==> config.mk <==
export PLATFORM = sky130hd
export DESIGN_NAME = imem_loader
export DESIGN_NICKNAME = d
export VERILOG_FILES = /design/src/rtl/mips_loader_pkg.sv /design/src/rtl/imem_loader.sv
export SDC_FILE = /design/constraint.sdc
export NUM_CORES = 1
export LEC_CHECK = 0
export ABC_AREA = 1
export CORE_AREA = 10 10 106 108
export CTS_BUF_LIST = sky130_fd_sc_hd__clkbuf_8
export DETAILED_ROUTE_END_ITERATION = 7
export DIE_AREA = 0 0 116 118
export PLACE_DENSITY_LB_ADDON = 0.1
export SETUP_SLACK_MARGIN = 0.3
export SLEW_MARGIN = 25
export SYNTH_ARGS = -nofsm -noshare
export SYNTH_HDL_FRONTEND = slang
export SYNTH_SLANG_ARGS = --single-unit
export TNS_END_PERCENT = 5
==> constraint.sdc <==
create_clock -name clk -period 2.2 [get_ports clk]
set_clock_uncertainty 0.2 [all_clocks]
set_input_delay 0.33 -clock clk [delete_from_list [all_inputs] [get_ports clk]]
set_output_delay 0.33 -clock clk [all_outputs]
set_load 0.03 [all_outputs]
==> src/rtl/mips_loader_pkg.sv <==
// Shared types for the instruction-memory program loader.
//   state_t : loader FSM states
//   wcnt_t  : 16-bit word count carried in the frame header
package mips_loader_pkg;

  typedef enum logic [2:0] {
    HDR_HI = 3'd0,
    HDR_LO = 3'd1,
    WORD   = 3'd2,
    CSUM   = 3'd3,
    DONE   = 3'd4,
    ERR    = 3'd5
  } state_t;

  typedef logic [15:0] wcnt_t;

endpackage

==> src/rtl/imem_loader.sv <==
// Byte-stream program loader for the MIPS instruction memory.
// Frame: N (16-bit big-endian), N x 32-bit big-endian words, then one
// checksum byte equal to the XOR of every preceding frame byte.
// The CPU is held (PC at 0) until the frame is loaded and verified.
//
// Ports:
//   clk, rst_n        clock, asynchronous active-low reset
//   start             one-cycle abort/restart pulse
//   in_valid/in_ready/in_data   host byte channel
//   im_we/im_addr/im_wdata      registered instruction-memory write port
//   cpu_hold          1 while the CPU must stay held
//   done              image loaded and checksum matched
//   err               oversize header or checksum mismatch (sticky)
module imem_loader
  import mips_loader_pkg::*;
#(
  parameter int unsigned ADDR_W = 8
) (
  input  logic              clk,
  input  logic              rst_n,
  input  logic              start,
  input  logic              in_valid,
  output logic              in_ready,
  input  logic [7:0]        in_data,
  output logic              im_we,
  output logic [ADDR_W-1:0] im_addr,
  output logic [31:0]       im_wdata,
  output logic              cpu_hold,
  output logic              done,
  output logic              err
);

  localparam logic [16:0] DEPTH = 17'd1 << ADDR_W;

  state_t      state;
  wcnt_t       n;
  wcnt_t       wcnt;
  logic [1:0]  bcnt;
  logic [23:0] sh;
  logic [7:0]  xacc;
  logic        accept;
  logic [16:0] n_full;

  assign accept   = in_valid && in_ready;
  // Full header value as it becomes known on the low-byte accept.
  assign n_full   = {1'b0, n[15:8], in_data};

  assign in_ready = (state != DONE) && (state != ERR);
  assign cpu_hold = (state != DONE);
  assign done     = (state == DONE);
  assign err      = (state == ERR);

  always_ff @(posedge clk or negedge rst_n) begin
    if (!rst_n) begin
      state    <= HDR_HI;
      n        <= '0;
      wcnt     <= '0;
      bcnt     <= '0;
      sh       <= '0;
      xacc     <= '0;
      im_we    <= 1'b0;
      im_addr  <= '0;
      im_wdata <= '0;
    end else begin
      im_we <= 1'b0;
      if (start) begin
        // Abort wins over a same-cycle byte; memory already written is kept.
        state <= HDR_HI;
        n     <= '0;
        wcnt  <= '0;
        bcnt  <= '0;
        xacc  <= '0;
      end else if (accept) begin
        xacc <= xacc ^ in_data;
        unique case (state)
          HDR_HI: begin
            n[15:8] <= in_data;
            state   <= HDR_LO;
          end
          HDR_LO: begin
            n[7:0] <= in_data;
            if (n_full > DEPTH)
              state <= ERR;
            else if (n_full == 17'd0)
              state <= CSUM;
            else
              state <= WORD;
          end
          WORD: begin
            sh   <= {sh[15:0], in_data};
            bcnt <= bcnt + 2'd1;
            if (bcnt == 2'd3) begin
              im_we    <= 1'b1;
              im_addr  <= wcnt[ADDR_W-1:0];
              im_wdata <= {sh, in_data};
              wcnt     <= wcnt + 16'd1;
              if (wcnt + 16'd1 == n)
                state <= CSUM;
            end
          end
          CSUM: state <= (in_data == xacc) ? DONE : ERR;
          default: ;
        endcase
      end
    end
  end

endmodule

==> impl_results.md, run 1 <==
- DR DRC count: 0
- Post-detail-place hpwl: approximately 9 mm
- Inst Count DP: between 700 and 800
- Post-synth ARST share: 100%
- Final hold vios: 0
- # rows: 35
- Layout Cells excl Fill: about 810
- Fill cell count: between 700 and 800
- Placed inst area: between 5000 and 6000 µm²
- Metal-1 WL: roughly 5.3 mm
- Tightest Hold Check Type: flip-flop to flip-flop
- Ant diodes: 0
- Max cap viols: 0
- Total CTS buffers: 9
- Worst Setup EP: state[1]
- Slowest stage delay, CP: around 0.42 ns
- Later-pin clock latency in the skew report: 0.38 ns
- Overall Global Routing Usage: a little under a fifth
- Highest Clock Rate: ~470 MHz
- Arr. time, crit path: between 2 and 2.5 ns
- Initial DRC count: 275
- Die Y: 118 µm
- Layout cells sized above 1: between 10% and 20%
- Clk sinks: 110
- Leakage: between 3 and 4 nW
- Final instance area: 6370 µm²
- Crit Path Class: flip-flop to flip-flop
- Core Box Area: between 9000 and 10000 µm²
- Total gr overflow: 0
- Reg-to-Reg Start: wcnt[0]
- Die Width: between 100 and 150 µm
- Top Layer Used: met4
- Avg Vias per Cell: 5.40
- Clk slew on worst S/H paths: 0.11 ns
- Worst setup SP type: flip-flop
- Critical Path End Type: flip-flop
- Ports: between 50 and 60
- Final setup fails: 0
- Via Count: 4366
- Worst Setup SP: wcnt[0]
- Synthesis-stage register bit count: between 100 and 150
- Area growth, synth to finish: 23.2%
- Worst vdd ir: roughly 0.47 mV
- Slew Limit Fails: 0
- Post-DR wirelength/cell: around 15 µm
- # H-tree levels: 3
- Routed met2 length: between 6 and 7 mm
- Syn_nets: around 630
- Critical R2R Capture: state[1]
- Minimum clock period: roughly 2.1 ns
- Final nets: 707
- Post-Route WL: about 12 mm
- Outcome: complete, no violations
- First-pass GRT wire length: 20.3 mm
- CTS tree: done
- Fin crit share: 97.2%
- Gate Count Post-Synth: just over 600
- Critical Path RT: approximately 2.3 ns
- Yosys warns: 0
- Worst Tran Pin Value: roughly 0.57 ns
- Initial Utilization: around 57%
- RSZ-0062 raised after global routing: yes
- R2R depth: 14
- Slowest-stage cell, CP: dfrtp_2
- Number of synthesized flops with an enable pin: 0
- Most used cell, CP: nand2_1
- FF-to-FF setup slack: between 0.06 and 0.07 ns
- First-pass DRT Iterations: 5
- Sequential area share after synthesis: 53.3%
- Clk Tree Root Cell: clkbuf_8
- Worst path cell trace: ha_4 > nand2_4 > nor2_4 > nand3_2 > nand2_1 > nor2_1 > nor2_1 > nand2_1 > nor2_2 > nand3_2 > nand2_2 > nand2_2 > nand2_1 > nand2_1
- Cell variety after synth: 34
- Syn avg cell area: ~8.3 µm²
- Largest net degree at the start of global routing: approximately 110
- PwrDens: around 700 nW/µm²
- Max-Slew Margin vs Limit: between 60% and 70%
- Die area: 13700 µm²
- Ys flop type: dfrtp_1
- CP Max Fanout: 6
- Metal3 WL: about 600 µm
- Post-Synthesis Cell Area: around 5200 µm²
- Port-buffer cells: 56
- Initial antenna violation count: 0
- Vias in the first global route: 4246
- Antenna viol nets, final: 0
- Max Buffers Root-to-Sink: 2
- GPL Wtd Cong: 0.867
==> stage by stage <==
step	power, mW	TNS (ns)	setup slack, ns	util (%)	hold slack (ns)
after CTS	4.46	0	0.0644	68.0	0.285
after global routing	4.70	-0.225	-0.118	69.9	0.303
after detailed placement	3.14	0	0.0150	65.1	0.250
final	4.45	0	0.0605	69.9	0.275
after global placement	3.11	0	0.0738	65.1	0.253
after floorplan	2.88	0	0.286	-	-0.166
==> power breakdown <==
| part | switching [mW] | leakage (nW) | internal (mW) |
|---|---|---|---|
| sequential | 0.133 | 1.44 | 2.26 |
| combinational | 0.463 | 2.12 | 0.268 |
| clock | 0.760 | 0.109 | 0.566 |
==> flip-flops by register name (all words and copies together), names as in the netlist <==
name / flops
im_wdata: 32
sh: 24
bcnt: 2
im_addr: 8
wcnt: 16
xacc: 8
im_we: 1
n: 16
state: 3
==> cell type report <==
cell class / instances / area [µm²] / area share [%]
flip-flops and latches: 110 / 2760 / 43.3
multi-input cells: 413 / 2070 / 32.5
repair buffers: 79 / 868 / 13.6
inverters: 80 / 305 / 4.80
well taps: 111 / 139 / 2.18
clock buffers: 9 / 124 / 1.95
clock inverters: 7 / 101 / 1.59
==> worst max-delay path: cells and delay by family (launching register included) <==
family                   cells  cell delay (ns)
adder cells (fa/ha/maj)      1             0.17
flip-flops                   1             0.42
AND/OR/NAND/NOR             13             1.25
==> layer usage <==
layer	vias to the layer above	global-route usage, %
met1	2110	23.0
met3	14	4.79
met2	103	29.3
met5	-	0
met4	0	4.85
li1	2139	-
==> kinds of logic (layout without fill, tap and decap cells) <==
kind of cell,Yosys count,count (layout),synth area share [%]
flip-flops,110,110,53.3
AO/OA/AOI/OAI,111,111,11.5
AND/OR/NAND/NOR,290,290,24.9
adder cells (fa/ha/maj),2,2,0.484
buffers and inverters,97,175,7.89
XOR/XNOR,10,10,1.96
==> Yosys cell counts (2+ instances only) <==
| cell | n | area (µm²) |
|---|---|---|
| nor2_4 | 8 | 90.1 |
| nor2_1 | 40 | 150 |
| nand2_1 | 174 | 653 |
| nor2_2 | 4 | 25.0 |
| nand3b_1 | 3 | 22.5 |
| inv_4 | 2 | 12.5 |
| o22ai_1 | 14 | 87.6 |
| ha_1 | 2 | 25.0 |
| nand2_4 | 2 | 22.5 |
| nand3_1 | 44 | 220 |
| xnor2_1 | 8 | 70.1 |
| nand4_1 | 9 | 56.3 |
| dfrtp_1 | 110 | 2750 |
| inv_2 | 6 | 22.5 |
| clkbuf_1 | 3 | 11.3 |
| a21oi_1 | 5 | 25.0 |
| nand3_2 | 2 | 20.0 |
| buf_6 | 3 | 33.8 |
| o21ai_1 | 48 | 240 |
| inv_1 | 72 | 270 |
| nand2_2 | 3 | 18.8 |
| o21ai_0 | 37 | 185 |
| buf_2 | 10 | 50.1 |
==> worst min path at each step <==
stage	from	endpoint	cells past startpoint
6_report	im_wdata[26]	im_wdata[26]	2
5_1_grt	im_wdata[26]	im_wdata[26]	2
4_1_cts	im_wdata[26]	im_wdata[26]	2
3_5_place_dp	rst_n	im_we	2
3_3_place_gp	rst_n	im_wdata[23]	2
2_1_floorplan	rst_n	bcnt[0]	0
==> timing repair <==
item / CTS / global route
endpoints found under the setup margin: 118 / 130
hold buffers: 1 / 0
pin swaps: 7 / 8
hold endpoints to repair: 110 / 0
buffers inserted: 2 / 3
resized for setup: 28 / 65
==> cells in the final DEF (no fill, tap or decap), types with 8 or more instances in the layout <==
| cell type | count |
|---|---|
| buf_4 | 18 |
| dfrtp_1 | 105 |
| nand2_1 | 171 |
| o22ai_1 | 14 |
| nor2_1 | 33 |
| nor2_4 | 9 |
| nand4_1 | 9 |
| nor2_2 | 10 |
| nand3_1 | 41 |
| inv_1 | 69 |
| clkdlybuf4s50_1 | 10 |
| o21ai_1 | 49 |
| clkbuf_8 | 9 |
| dlymetal6s2s_1 | 41 |
| o21ai_0 | 36 |
| inv_2 | 9 |
| xnor2_1 | 8 |
Note: power is estimated with default switching activity, not from simulation.
==> run 2: changes to the inputs <==
==> constraint.sdc (replaced) <==
create_clock -name clk -period 2.2 [get_ports clk]
set_clock_uncertainty 0.2 [all_clocks]
set_input_delay 0.55 -clock clk [delete_from_list [all_inputs] [get_ports clk]]
set_output_delay 0.55 -clock clk [all_outputs]
set_load 0.03 [all_outputs]
==> impl_results.md, run 2 (synthesis gave the netlist of run 1 again) <==
- Outcome: complete, no violations
- # rows: 35
- Post-Route WL: approximately 13 mm
- Later-pin clock latency in the skew report: a little under 0.4 ns
- Post-DR wirelength/cell: between 15 and 20 µm
- DR DRC count: 0
- Clk Tree Root Cell: clkbuf_8
- GPL Wtd Cong: ~0.87
- Via Count: ~4.4k
- Final setup fails: 0
- Arr. time, crit path: about 2.3 ns
- CTS tree: done
- Worst Tran Pin Value: 0.481 ns
- Final nets: about 730
- Worst setup SP type: flip-flop
- Avg Vias per Cell: ~5.3
- Vias in the first global route: 4459
- Clk slew on worst S/H paths: 0.11 ns
- Footprint of the multi-input gates: 2210 µm²
- Tightest Hold Check Type: flip-flop to flip-flop
- Max cap viols: 0
- Antenna viol nets, final: 0
- Slew Limit Fails: 0
- Area growth, synth to finish: 27.6%
- Max Buffers Root-to-Sink: 2
- PwrDens: 705 nW/µm²
- Highest Clock Rate: 461 MHz
- Final hold vios: 0
- Initial DRC count: 332
- RSZ-0062 raised after global routing: yes
- Total gr overflow: 0
- Overall Global Routing Usage: 19.1%
- Critical Path End Type: flip-flop
- Worst vdd ir: slightly below 0.5 mV
- Clk sinks: 110
- Register area: 2750 µm²
- Largest net degree at the start of global routing: 51
- Initial Utilization: 56.7%
- Most flop-heavy register: im_wdata
- Ant diodes: 0
- Fill cell count: between 700 and 800
- Total CTS buffers: 9
- Hold slack: 0.287 ns
- Regs by FF count: im_wdata (32), sh (24)
- Minimum clock period: approximately 2.2 ns
- Die Width: 116 µm
- Setup TNS: 0 ns
- First-pass GRT wire length: ~21 mm
- # H-tree levels: 3
- Core Box Area: roughly 9100 µm²
- Post-detail-place hpwl: 9.46 mm
- Port-buffer cells: between 50 and 60
- Most common cell after layout, fill and taps aside: nand2_1
- Crit Path Class: flip-flop to flip-flop
- Ports: 57
- Number of flip-flops in the largest register: 32
- Initial antenna violation count: 0
- Leakage: around 3.1 nW
- Max-Slew Margin vs Limit: between 60% and 70%
- Die Y: roughly 120 µm
- Layout cells sized above 1: 25.6%
- Final Power: 4.65 mW
- Most frequent cells in the layout: nand2_1 (152), dfrtp_1 (110), inv_1 (66)
- Fin crit share: about 99%
- Critical Path RT: 2.28 ns
- Die area: 13700 µm²
- First-pass DRT Iterations: 5
- CP Max Fanout: 4
-- run 2: changes by cell type in the layout (fill, tap and decap cells not counted), sizes merged --
cell	change
buf	+25
dlymetal6s2s	-41
inv	+1
clkdlybuf4s15	+24
clkinvlp	-1
clkinv	+1
clkbuf	+14
bufinv	-1
-- run 2: area by class of cell --
| class | instances | share of cell area [%] |
|---|---|---|
| Sequential cell | 110 | 41.7 |
| Inverter | 80 | 4.74 |
| Clock buffer | 9 | 1.88 |
| Tap cell | 111 | 2.11 |
| Timing Repair Buffer | 101 | 14.5 |
| Multi-Input combinational cell | 413 | 33.5 |
| Clock inverter | 7 | 1.46 |
-- run 2: worst paths after layout --
path                                    from      endpoint  slack, ns  cells after the start
worst min-delay path            im_wdata[30]  im_wdata[30]       0.29                      2
min in group asynchronous              rst_n  im_wdata[27]       0.43                      2
worst min register to register  im_wdata[30]  im_wdata[30]       0.29                      2
worst max-delay path                 wcnt[0]      state[1]       0.03                     14
max in group asynchronous              rst_n      wcnt[11]       0.76                      3
worst max register to register       wcnt[0]      state[1]       0.03                     14
-- run 2: metrics by stage --
| step | setup slack, ns | area, µm² | util, % | cells |
|---|---|---|---|---|
| after detailed placement | -0.117 | 6190 | 68.0 | 812 |
| after global routing | -0.128 | 6590 | 72.4 | 831 |
| after global placement | -0.00123 | 6190 | 68.0 | 812 |
| final | 0.0316 | 6590 | 72.4 | 831 |
| after floorplan | 0.282 | 5190 | - | 620 |
| after CTS | 0.00449 | 6550 | 71.9 | 830 |
-- run 2: layer usage --
layer	GRT usage, %	share of wire (%)	vias up
met1	23.8	43	2090
li1	-	-	2192
met3	4.99	5.0	19
met2	31.4	51	131
met5	0	0	-
met4	5.71	1.8	0
-- run 2: worst max-delay path: stages, from the launching register on --
cell      delay [ns]
dfrtp_1         0.44
ha_4            0.29
inv_2           0.03
a21boi_1        0.11
nand3_1         0.10
nor2_1          0.13
nand3_1         0.09
nor2_1          0.10
nand2_1         0.07
nor2_1          0.10
nand3_1         0.12
nand2_2         0.13
nand2_2         0.06
nand2_1         0.07
nand2_1         0.05
-- run 2: timing repair --
item                       4_1_cts  5_1_grt
hold buffers                     1        0
pin swaps                       32       31
gates resized for setup        149       70
hold endpoints to repair        27        0
setup endpoints to repair       84      115
setup buffers                    1        1
-- run 2: power by group --
| part | leakage, nW | internal, mW | switching, mW |
|---|---|---|---|
| logic | 1.57 | 0.387 | 0.532 |
| clock network | 0.110 | 0.482 | 0.816 |
| registers | 1.45 | 2.26 | 0.170 |
| total | 3.13 | 3.13 | 1.52 |
==> run 3: changes to the inputs <==
Settings changed: SKIP_CTS_REPAIR_TIMING set to 1.
==> impl_results.md, run 3 (synthesis gave the netlist of run 1 again) <==
- Outcome: finished, violations left
- Violated checks: setup timing
- Die Y: between 100 and 150 µm
- Final Power: 4.61 mW
- Ant diodes: 0
- Minimum clock period: approximately 2.2 ns
- Area growth, synth to finish: 30.1%
- Critical R2R Capture: state[1]
- Antenna viol nets, final: 0
- Core Util, Final: about three quarters
- Core Box Area: 9110 µm²
- Highest Clock Rate: between 400 and 500 MHz
- Pint: about 3.1 mW
- Fin crit share: 101%
- NetSw: between 1.5 and 2 mW
- Avg Vias per Cell: 5.33
- First-pass GRT wire length: ~21 mm
- Layout Cells excl Fill: just over 800
- Port-buffer cells: 56
- DR DRC count: 0
- Later-pin clock latency in the skew report: about 0.39 ns
- PwrDens: between 600 and 700 nW/µm²
- Worst Tran Pin Value: ~0.48 ns
- Leakage: approximately 3.8 nW
- Overall Global Routing Usage: about a fifth
- Die area: ~14000 µm²
- Post-detail-place hpwl: approximately 9.5 mm
- Total CTS buffers: 9
- R2R depth: 14
- RSZ-0062 raised after global routing: yes
- Critical Path End Type: output port
- Tightest Hold Check Type: flip-flop to flip-flop
- Final hold vios: 0
- Reg-to-Reg Start: wcnt[0]
- Hold Crit Start: im_wdata[30]
- Crit Path Class: flip-flop to output port
- Hold slack: ~0.27 ns
- Most common cell after layout, fill and taps aside: nand2_1
- PnR worst setup slack: -0.0170 ns
- Largest net degree at the start of global routing: between 50 and 60
- Clk sinks: 110
- GPL Wtd Cong: slightly below 0.9
- Ports: 57
- Slew Limit Fails: 0
- Initial Utilization: ~57%
- Max Buffers Root-to-Sink: 2
- Worst path cell trace: nor2_2 > inv_2 > a21oi_2 > inv_1 > buf_2
- Slowest-stage cell, CP: dfrtp_1
- Logic gate share of total power: 19.1%
- Initial antenna violation count: 0
- Initial DRC count: approximately 340
- CP Max Fanout: 3
- # H-tree levels: 3
- Clk slew on worst S/H paths: between 0.1 and 0.15 ns
- Min-Delay Endpoint: im_wdata[30]
- Worst path bufs/invs: 3
- Layout cells sized above 1: a little under 20%
- Total gr overflow: 0
- Setup TNS: -0.0274 ns
- Via Count: ~4.4k
- Slowest stage delay, CP: 0.46 ns
- Clk Tree Root Cell: clkbuf_8
- CTS tree: done
- Post-Route WL: roughly 13 mm
- Final setup fails: 2
- Vias in the first global route: between 4k and 5k
- Most frequent cells in the layout: nand2_1 (151), dfrtp_1 (110), inv_1 (67)
- Worst vdd ir: around 0.49 mV
- Hold depth: 2
- Max cap viols: 0
- First-pass DRT Iterations: 6
- Worst setup SP type: flip-flop
- Flop pwr share: between 50% and 60%
- Fill cell count: roughly 660
- Number of flip-flops in the largest register: 32
- Clk network pwr share: ~28%
- Arr. time, crit path: approximately 1.5 ns
- Crit path max-delay family: flip-flops
- FF-to-FF setup slack: -0.01 ns
- Post-DR wirelength/cell: 15.6 µm
- Most flop-heavy register: im_wdata
- Regs by FF count: im_wdata (32), sh (24)
- Max-Slew Margin vs Limit: about two thirds
- Switching part of the total: about 33%
- Inst Count DP: slightly above 800
- Final nets: 728
- Critical Path RT: 1.45 ns
- # rows: 35
- Die Width: ~120 µm
-- run 3: cell types whose count changed in the layout (fill, tap and decap cells not counted), sizes merged --
cell           delta
buf               -4
clkbuf           -13
dlymetal6s2s     +40
clkinv            -1
clkdlybuf4s15    -24
inv               +1
-- run 3: final cells by class --
class	instances	area, µm²	share of cell area (%)
clock buffer	9	124	1.84
clock inverter	7	96.3	1.43
inverter	80	315	4.69
multi-input combinational	413	2200	32.7
sequential	110	2750	40.9
tap	111	139	2.07
timing repair buffer	100	1100	16.4
-- run 3: how the worst max path moves through the flow --
stage | endpoint | start | slack [ns] | depth (start not counted)
6_report | in_ready | state[1] | -0.02 | 5
5_1_grt | state[1] | wcnt[1] | -0.15 | 14
4_1_cts | in_ready | state[0] | -0.45 | 5
3_5_place_dp | state[0] | in_data[2] | -0.12 | 11
3_3_place_gp | state[0] | in_data[6] | -0.001 | 11
2_1_floorplan | state[1] | wcnt[0] | 0.28 | 12
-- run 3: worst register-to-register path: cells and delay by family (launching register included) --
kind	cells	cell delay (ns)
AO/OA/AOI/OAI	1	0.11
buffers and inverters	1	0.03
flip-flops	1	0.43
AND/OR/NAND/NOR	11	1.06
adder cells (fa/ha/maj)	1	0.29
-- run 3: stage by stage --
| step | worst slack [ns] | area [µm²] |
|---|---|---|
| after CTS | -0.446 | 6410 |
| after global routing | -0.153 | 6720 |
| final | -0.0170 | 6720 |
| after detailed placement | -0.117 | 6190 |
| after global placement | -0.00123 | 6190 |
| after floorplan | 0.282 | 5190 |
-- run 3: metal layers --
layer	global-route usage [%]	wire [µm]	vias up
li1	-	-	2184
met1	23.3	5460	2111
met2	31.1	6660	117
met3	5.05	664	15
met4	5.79	177	0
met5	0	0	-
-- run 3: power by group through the flow --
stage          clock (mW)  combinational, mW  sequential (mW)
2_1_floorplan           0              0.486             2.40
3_3_place_gp            0              0.757             2.43
3_5_place_dp            0              0.789             2.43
4_1_cts              1.33              0.796             2.39
5_1_grt              1.41              0.988             2.47
6_report             1.30              0.883             2.43
